--- config.mk ---
export PLATFORM = sky130hd
export DESIGN_NAME = knn_job_issuer
export DESIGN_NICKNAME = d
export VERILOG_FILES = /design/src/rtl/knn_pkg.sv /design/src/rtl/knn_beat_assembler.sv /design/src/rtl/knn_job_issuer.sv
export SDC_FILE = /design/constraint.sdc
export NUM_CORES = 1
export LEC_CHECK = 0
export CELL_PAD_IN_SITES_DETAIL_PLACEMENT = 2
export CELL_PAD_IN_SITES_GLOBAL_PLACEMENT = 2
export CORE_MARGIN = 3
export CORE_UTILIZATION = 23
export CTS_CLUSTER_DIAMETER = 30
export DETAILED_ROUTE_END_ITERATION = 7
export HOLD_SLACK_MARGIN = 0.06
export PLACE_DENSITY = 0.84
export SETUP_SLACK_MARGIN = 0.5
export SYNTH_ARGS = -nofsm -noshare
export SYNTH_HDL_FRONTEND = slang
export SYNTH_SLANG_ARGS = --single-unit
--- constraint.sdc ---
create_clock -name clk -period 3.4 [get_ports clk]
set_input_delay 0.68 -clock clk [delete_from_list [all_inputs] [get_ports clk]]
set_output_delay 0.68 -clock clk [all_outputs]
set_load 0.02 [all_outputs]
--- src/rtl/knn_pkg.sv ---
// knn_pkg: shared constants and types for the distance-sort job issuer.
// Imported by knn_beat_assembler and knn_job_issuer.
package knn_pkg;

  localparam int NUM_VEC       = 8;
  localparam int DIM           = 16;
  localparam int ELEM_W        = 4;
  localparam int VEC_W         = DIM * ELEM_W;
  localparam int ADDR_W        = 3;
  localparam int BEATS_PER_JOB = NUM_VEC + 1;

  typedef logic [VEC_W-1:0]  vec_t;
  typedef logic [ADDR_W-1:0] addr_t;

  typedef enum logic [1:0] {
    LOAD,
    ISSUE,
    WAIT,
    OUT
  } issuer_state_e;

endpackage

--- src/rtl/knn_beat_assembler.sv ---
// knn_beat_assembler: collects one query beat and eight search beats
// into a register bank; job_full_o pulses as the last beat lands.
module knn_beat_assembler
  import knn_pkg::*;
(
  input  logic                      clk,
  input  logic                      rst,
  input  vec_t                      s_data_i,
  input  logic                      s_valid_i,
  input  logic                      load_en_i,
  output logic                      s_ready_o,
  output vec_t [BEATS_PER_JOB-1:0]  vec_o,
  output logic                      job_full_o
);

  localparam logic [3:0] LAST_BEAT = 4'(BEATS_PER_JOB - 1);

  logic [3:0]               cnt_q, cnt_d;
  vec_t [BEATS_PER_JOB-1:0] vec_q, vec_d;
  logic                     accept;

  always_comb begin
    s_ready_o  = load_en_i;
    accept     = load_en_i & s_valid_i;
    job_full_o = accept & (cnt_q == LAST_BEAT);
    cnt_d      = cnt_q;
    vec_d      = vec_q;
    if (accept) begin
      cnt_d = job_full_o ? 4'd0 : cnt_q + 4'd1;
      for (int i = 0; i < BEATS_PER_JOB; i++) begin
        if (cnt_q == 4'(i)) vec_d[i] = s_data_i;
      end
    end
  end

  always_ff @(posedge clk) begin
    if (rst) begin
      cnt_q <= '0;
      vec_q <= '0;
    end else begin
      cnt_q <= cnt_d;
      vec_q <= vec_d;
    end
  end

  assign vec_o = vec_q;

endmodule

--- src/rtl/knn_job_issuer.sv ---
// knn_job_issuer: loads a job, strobes the sort engine, returns its result.
// Define KNN_ISSUE_TIMEOUT_EN to build the WAIT-state watchdog.
module knn_job_issuer
  import knn_pkg::*;
#(
  parameter int TIMEOUT_CYCLES = 8,
  parameter int ID_W           = 4
) (
  input  logic              clk,
  input  logic              rst,
  input  logic [VEC_W-1:0]  s_data,
  input  logic              s_valid,
  output logic              s_ready,
  output logic [VEC_W-1:0]  query,
  output logic [VEC_W-1:0]  search_0,
  output logic [VEC_W-1:0]  search_1,
  output logic [VEC_W-1:0]  search_2,
  output logic [VEC_W-1:0]  search_3,
  output logic [VEC_W-1:0]  search_4,
  output logic [VEC_W-1:0]  search_5,
  output logic [VEC_W-1:0]  search_6,
  output logic [VEC_W-1:0]  search_7,
  output logic              in_valid,
  input  logic [ADDR_W-1:0] addr_1st,
  input  logic [ADDR_W-1:0] addr_2nd,
  input  logic              out_valid,
  output logic              r_valid,
  input  logic              r_ready,
  output logic [ADDR_W-1:0] r_addr_1st,
  output logic [ADDR_W-1:0] r_addr_2nd,
  output logic [ID_W-1:0]   r_id,
  output logic              r_err
);

  issuer_state_e            state_q, state_d;
  logic                     load_en, job_full, expire;
  vec_t [BEATS_PER_JOB-1:0] vec;
  addr_t                    a1_q, a1_d, a2_q, a2_d;
  logic                     err_q, err_d;
  logic [ID_W-1:0]          id_q, id_d;

  knn_beat_assembler u_asm (
    .clk        (clk),
    .rst        (rst),
    .s_data_i   (s_data),
    .s_valid_i  (s_valid),
    .load_en_i  (load_en),
    .s_ready_o  (s_ready),
    .vec_o      (vec),
    .job_full_o (job_full)
  );

  assign query    = vec[0];
  assign search_0 = vec[1];
  assign search_1 = vec[2];
  assign search_2 = vec[3];
  assign search_3 = vec[4];
  assign search_4 = vec[5];
  assign search_5 = vec[6];
  assign search_6 = vec[7];
  assign search_7 = vec[8];

`ifdef KNN_ISSUE_TIMEOUT_EN
  localparam int TMO_W = $clog2(TIMEOUT_CYCLES + 1);
  localparam logic [TMO_W-1:0] TMO_LAST = TMO_W'(TIMEOUT_CYCLES - 1);

  logic [TMO_W-1:0] tmo_q, tmo_d;

  always_comb begin
    tmo_d = tmo_q;
    if (state_q == ISSUE) tmo_d = '0;
    else if (state_q == WAIT) tmo_d = tmo_q + TMO_W'(1);
    // a result on the expiry cycle takes priority over the error
    expire = (state_q == WAIT) & ~out_valid & (tmo_q == TMO_LAST);
  end

  always_ff @(posedge clk) begin
    if (rst) tmo_q <= '0;
    else     tmo_q <= tmo_d;
  end
`else
  logic unused_tmo;
  assign unused_tmo = ^TIMEOUT_CYCLES;
  assign expire     = 1'b0;
`endif

  always_ff @(posedge clk) begin
    if (rst) state_q <= LOAD;
    else     state_q <= state_d;
  end

  always_comb begin
    state_d = state_q;
    unique case (state_q)
      LOAD:  if (job_full) state_d = ISSUE;
      ISSUE: state_d = WAIT;
      WAIT:  if (out_valid || expire) state_d = OUT;
      OUT:   if (r_ready) state_d = LOAD;
    endcase
  end

  always_comb begin
    load_en  = (state_q == LOAD) & ~rst;
    in_valid = (state_q == ISSUE) & ~rst;
    r_valid  = (state_q == OUT) & ~rst;
  end

  always_comb begin
    a1_d  = a1_q;
    a2_d  = a2_q;
    err_d = err_q;
    id_d  = id_q;
    if (state_q == WAIT && out_valid) begin
      a1_d  = addr_1st;
      a2_d  = addr_2nd;
      err_d = 1'b0;
    end else if (expire) begin
      a1_d  = '0;
      a2_d  = '0;
      err_d = 1'b1;
    end
    if (r_valid && r_ready) id_d = id_q + ID_W'(1);
  end

  always_ff @(posedge clk) begin
    if (rst) begin
      a1_q  <= '0;
      a2_q  <= '0;
      err_q <= 1'b0;
      id_q  <= '0;
    end else begin
      a1_q  <= a1_d;
      a2_q  <= a2_d;
      err_q <= err_d;
      id_q  <= id_d;
    end
  end

  assign r_addr_1st = a1_q;
  assign r_addr_2nd = a2_q;
  assign r_err      = err_q;
  assign r_id       = id_q;

endmodule

==> out/results.ini, run 1 <==
[sta]
hold_violations = 0
fin_crit_sh = 0.8176
min_period_ns = 2.780
final.setup.tns_ns = 0
fmax_mhz = 359.7
relSlewSlack = 0.2615
slew_viol_final = 0
max_slew.worst_pin.slew_ns = 1.108
setup-violations-final = 0
rsz0062_at_grt = false
skew_ns = 0.03668

[synth]
synth_top_area_frac = 0.5682
synthTopCellsByCount = 1167 x nand2_1, 592 x dfxtp_1, 586 x a21oi_1
post_synth.cell_area_avg_um2 = 7.801
async_flop_share = 0
ys_ff_latch = 592
yosysUniqueCellTypes = 33
synth.most_common_cell = nand2_1
synth_warnings = 0
yosysTopAreaCell = dfxtp_1
synth-edff-count = 0
synth_cells = 2674
synth_flop_cell = dfxtp_1
synthTopCellsByArea = dfxtp_1 57%, nand2_1 21%, a21oi_1 14%, clkbuf_1 3.0%, buf_2 1.7%
syn_area_um2 = 20860
seq_area_frac_synth = 0.5682
syn_nets = 2758

[power]
switchingPower_mw = 5.548
swShare = 0.2340
p_int_mw = 18.16
p_per_area_nw_per_um2 = 697.8
combPwrFrac = 0.040
pwr-share-seq = 0.299
power_leakage_nw = 11.54
ir_drop_mv = 0.4361
pwr-share-clk = 0.660

[job]
max_cap_viol_count = 0

[die]
std_cell_rows = 109
die_h_um = 307.2
dieArea_um2 = 94340
coreArea_um2 = 89190
initial_utilization = 0.2339
die_w_um = 307.2
pin_count = 665

[critical_path]
crit_required_ns = 2.72
cp-end-kind = primary output
critPathArrivalTime_ns = 2.10
crit_start = state_q[1]
crit_type = flop to primary output
startpoint_type = flop
r2r_cells = 6
reg2reg_slack_ns = 0.96
path_max_fanout = 4
reg2reg_to = u_asm.vec_o[340]
r2r_start = u_asm.cnt_q[1]

[clocking]
clock_tree.buffer_depth = 3
cts_tree = done
cts_setup_buffers = 0
clockRootBuffer = clkbuf_16
clk_pin_slew_ns = 0.05
clock-sinks = 592
numCtsBuffers = 159
cts_htree_levels = 4
clock_latency_ns = 0.76

[status]
status = finished, final reports clean

[hold_path]
min_path_cells = 2
hp-start = rst
hold_class = input port to flop
min_to = u_asm.vec_o[543]

[place]
place_area_um2 = 28280
dpl.hpwl_um = 69990
port_buffers = 663
gp_congestion = 0.7593

[routing]
drcViolationCount = 0
routed-via-count = 21830
wl_per_cell_um = 25.14
via_per_inst = 4.771
ant_nets = 0
drt_pass1_iterations = 5
drt_iter0_markers = 1102
wirelength_um = 115000

[cells_and_area]
drive_above_1_share = 0.09645
final_cell_area_um2 = 33980
area_growth_pct = 62.89
fill_cells = 9687
fin_nets = 3358
n_antenna_cell = 0

[global_route]
antenna_found_initial = 3
overflow = 0
grt_pass1_wl_um = 167100
grt_max_degree = 166
grt_usage = 0.2386
first_global_vias = 24650

==> registers in the layout, summed over array words and instances (netlist names) <==
name,cells
u_asm.vec_o,576
r_addr_2nd,3
r_id,4
u_asm.cnt_q,4
r_addr_1st,3
state_q,2
==> kinds of logic (layout without fill, tap and decap cells) <==
group,count (synthesis),in the layout,synth area share
DFF,592,592,0.5682
buffers and inverters,263,1000,0.05698
adders and majority gates,9,9,0.005399
xor gates and xnor gates,5,5,0.002099
AOI/OAI and AO/OA,589,589,0.1418
muxes,1,1,0.0004799
and+or+nand+nor,1214,1214,0.2249
other,1,1,0.0001798
==> layer usage <==
metal | GRT usage | routed length [um] | vias to the layer above
li1 | - | - | 9792
met1 | 0.2560 | 44190 | 10980
met2 | 0.4090 | 55910 | 747
met3 | 0.08368 | 8039 | 313
met4 | 0.1345 | 6883 | 2
met5 | 0 | 12 | -
==> worst max-delay path: stages, from the launching register on <==
cell and delay [ns]:
dfxtp_1 0.33, inv_1 0.11, ha_1 0.24, nor2b_1 0.20, dlygate4sd2_1 0.49
==> how the worst max path moves through the flow <==
stage                                  end  depth (start not counted)
after floorplan                   in_valid                          3
after global placement    u_asm.vec_o[249]                          6
after detailed placement  u_asm.vec_o[245]                          6
after CTS                          s_ready                          5
after global routing              in_valid                          4
final                             in_valid                          4
==> power groups by stage <==
stage	combinational, mW	clock [mW]	sequential [mW]
2_1_floorplan	0.357	0	7.30
3_3_place_gp	0.938	0	7.21
3_5_place_dp	0.950	0	7.21
4_1_cts	0.969	15.9	7.09
5_1_grt	1.01	16.4	7.09
6_report	0.955	15.7	7.09
==> cells in the final DEF, fill, tap and decap left out, drive strengths merged <==
cell type,n
a21oi,586
a221o,1
and2,1
and4,1
buf,34
bufinv,17
clkbuf,223
clkdlybuf4s50,659
clkinv,37
clkinvlp,10
conb,1
dfxtp,592
dlygate4sd2,2
dlymetal6s2s,1
ha,9
inv,17
mux2i,1
nand2,1167
nand2b,5
nand3,10
nand4,2
nand4b,3
nor2,7
nor2b,4
nor3,6
nor4b,1
o211a,1
o21ai,1
or2,4
or3,2
or4b,1
xnor2,1
xor2,4
==> through the flow <==
step           total power [mW]    util  std cells  hold slack [ns]  setup WS (ns)
5_1_grt                   24.49  0.3809       4576           0.3422         0.5076
3_5_place_dp              8.162  0.3171       4278           0.4487         0.4260
2_1_floorplan             7.656       -       2674           0.4677          1.376
6_report                  23.71  0.3809       4576           0.3308         0.6200
3_3_place_gp              8.145  0.3171       4278           0.4405         0.5000
4_1_cts                   23.97  0.3809       4576           0.3214         0.3193
==> area by class of cell <==
class                   instances  area [um2]  share of cell area
inverters                       6       22.52           0.0006629
clock buffers                 223        4652              0.1369
well taps                    1165        1458             0.04290
flip-flops and latches        592       11850              0.3488
clock inverters                75        1028             0.03027
multi-input cells            1819        7925              0.2333
repair buffers                696        7039              0.2072
==> repair_timing <==
item                                    in CTS  in global routing
endpoints found under the setup margin       3                  1
resized for setup                            4                  1
hold buffers                                 0                  0
Note: power is estimated with default switching activity, not from simulation.
==> run 2, diff against run 1 <==
==> constraint.sdc (replaced) <==
create_clock -name clk -period 2.8 [get_ports clk]
set_input_delay 0.56 -clock clk [delete_from_list [all_inputs] [get_ports clk]]
set_output_delay 0.56 -clock clk [all_outputs]
set_load 0.02 [all_outputs]
==> run 2 against run 1 <==
- worst setup slack lost 0.11 ns
- clock power grew 27%
- register-to-register slack lost 0.45 ns
- sequential power grew 21%
- sequential cell count is the same
- final cell count grew 0.37%
- clock skew shrank 0.0028 ns
- utilization grew 0.42 points
- non-clock buffer count grew 14
- cell area grew 1.1%
- die area is the same
- largest power group unchanged
==> out/results.ini, run 2 (synthesis results as in run 1) <==
[status]
status = finished, final reports clean  ; unchanged

[clocking]
clk_pin_slew_ns = 0.04  ; was 0.05 ns
clock_latency_ns = 0.74  ; was 0.76 ns
numCtsBuffers = 161  ; was 159
cts_htree_levels = 4  ; unchanged
clock_tree.buffer_depth = 3  ; unchanged
clockRootBuffer = clkbuf_16  ; unchanged
cts_hold_buffers = 0  ; unchanged
clock-sinks = 592  ; unchanged
cts_tree = done  ; unchanged

[die]
coreArea_um2 = 89190  ; unchanged
std_cell_rows = 109  ; unchanged
pin_count = 665  ; unchanged
die_w_um = 307.2  ; unchanged
dieArea_um2 = 94340  ; unchanged
die_h_um = 307.2  ; unchanged
initial_utilization = 0.2339  ; unchanged

[global_route]
antenna_found_initial = 3  ; unchanged
first_global_vias = 25370  ; was 24650
overflow = 0  ; unchanged
grt_pass1_wl_um = 171600  ; was 167100 um
grt_usage = 0.2451  ; was 0.2386
grt_max_degree = 202  ; was 166

[sta]
slew_viol_final = 0  ; unchanged
fmax_mhz = 436.4
rsz0062_at_grt = true  ; was false
fin_crit_sh = 0.8185
max_slew.worst_pin.slew_ns = 1.040  ; was 1.108 ns
hold_violations = 0  ; unchanged
relSlewSlack = 0.3067  ; was 0.2615
setup-violations-final = 0  ; unchanged
whs_ns = 0.1693  ; was 0.3308 ns
min_period_ns = 2.292
skew_ns = 0.03385  ; was 0.03668 ns
final.setup.tns_ns = 0  ; unchanged

[place]
gp_congestion = 0.7619  ; was 0.7593
port_buffers = 663  ; unchanged
dpl.hpwl_um = 69880  ; was 69990 um

[cells_and_area]
n_antenna_cell = 0  ; unchanged
fin_nets = 3379  ; was 3358
fill_cells = 9831  ; was 9687
area_growth_pct = 64.69  ; was 62.89%
final_cell_mix = 1167 x nand2_1, 589 x dfxtp_1, 586 x a21oi_1, 376 x dlygate4sd2_1, 168 x clkbuf_16  ; was 1167 x nand2_1, 659 x clkdlybuf4s50_1, 592 x dfxtp_1, 586 x a21oi_1, 161 x clkbuf_16
largest_reg_flops = 576  ; unchanged
drive_above_1_share = 0.1053  ; was 0.09645
final_common_cell = nand2_1  ; unchanged

[job]
max_cap_viol_count = 0  ; unchanged

[critical_path]
crit_required_ns = 3.44  ; was 2.72 ns
path_max_fanout = 16  ; was 4
crit_type = flop to flop  ; was flop to primary output
startpoint_type = flop  ; unchanged
critPathArrivalTime_ns = 2.93  ; was 2.10 ns
cp-end-kind = flop  ; was primary output

[hold_path]
hold_class = input port to flop  ; unchanged

[power]
p_per_area_nw_per_um2 = 862.2  ; was 697.8 nW/um2
ir_drop_mv = 0.5338  ; was 0.4361 mV
power_leakage_nw = 16.18  ; was 11.54 nW

[routing]
ant_nets = 0  ; unchanged
wirelength_um = 123600  ; was 115000 um
drt_iter0_markers = 1152  ; was 1102
wl_per_cell_um = 26.91  ; was 25.14 um
via_per_inst = 4.841  ; was 4.771
routed-via-count = 22240  ; was 21830
drcViolationCount = 0  ; unchanged
drt_pass1_iterations = 5  ; unchanged

==> run 2: cell count changes in the layout (fill, tap and decap cells not counted), moves of 7 or more <==
cell / before / now
clkbuf_8: 39 / 26
clkdlybuf4s50_1: 659 / 140
bufinv_16: 17 / 28
dlygate4sd2_1: 2 / 376
clkinv_2: 28 / 35
clkbuf_16: 161 / 168
dlymetal6s2s_1: 1 / 142
==> run 2: per-stage QoR <==
step / power (mW) / setup slack (ns) / utilization / cell area, um2 / instances
finish: 29.62 / 0.5083 / 0.3852 / 34350 / 4593
global route: 30.49 / 0.4020 / 0.3852 / 34350 / 4593
CTS: 29.92 / 0.3117 / 0.3795 / 33850 / 4585
detailed placement: 9.902 / 0.05144 / 0.3186 / 28420 / 4284
global placement: 9.881 / 0.1657 / 0.3186 / 28420 / 4284
floorplan: 9.297 / 0.9770 / - / 20860 / 2674
==> run 2: layout make-up <==
cell class	instances	area [um2]	area share
timing repair buffer	710	7162	0.2085
multi-input combinational	1824	8010	0.2332
clock buffer	214	4594	0.1337
sequential	592	11860	0.3452
clock inverter	82	1244	0.03620
tap	1165	1458	0.04243
inverter	6	27.53	0.0008013
==> run 2: final timing paths <==
check,slack [ns],cells past startpoint,from,end
max,0.51,4,u_asm.cnt_q[3],u_asm.vec_o[311]
min,0.17,2,rst,u_asm.cnt_q[1]
max reg2reg,0.51,4,u_asm.cnt_q[3],u_asm.vec_o[311]
min reg2reg,0.45,2,u_asm.vec_o[237],u_asm.vec_o[237]
==> run 2: power breakdown <==
| part | internal, mW | leakage (nW) | switching [mW] |
|---|---|---|---|
| combinational | 0.305 | 8.54 | 0.815 |
| clock | 14.0 | 2.86 | 5.88 |
| sequential | 8.55 | 4.78 | 0.0559 |
==> run 2: per-layer routing <==
| metal | part of all wire | track usage |
|---|---|---|
| met5 | 0 | 0 |
| met4 | 0.058 | 0.1432 |
| met3 | 0.067 | 0.07631 |
| met2 | 0.49 | 0.4254 |
| met1 | 0.38 | 0.2627 |
==> run 2: critical path, cell delays in order, from the launching register on <==
cell and delay [ns]:
dfxtp_1 0.64, nand2b_4 0.38, or2_2 0.81, nand2_1 0.16, a21oi_1 0.22
==> run 2: timing repair <==
item | 4_1_cts | 5_1_grt
buffers inserted | 3 | 3
cloned | 2 | 5
pin swaps | 2 | 4
resized for setup | 408 | 160
endpoints found under the setup margin | 799 | 370
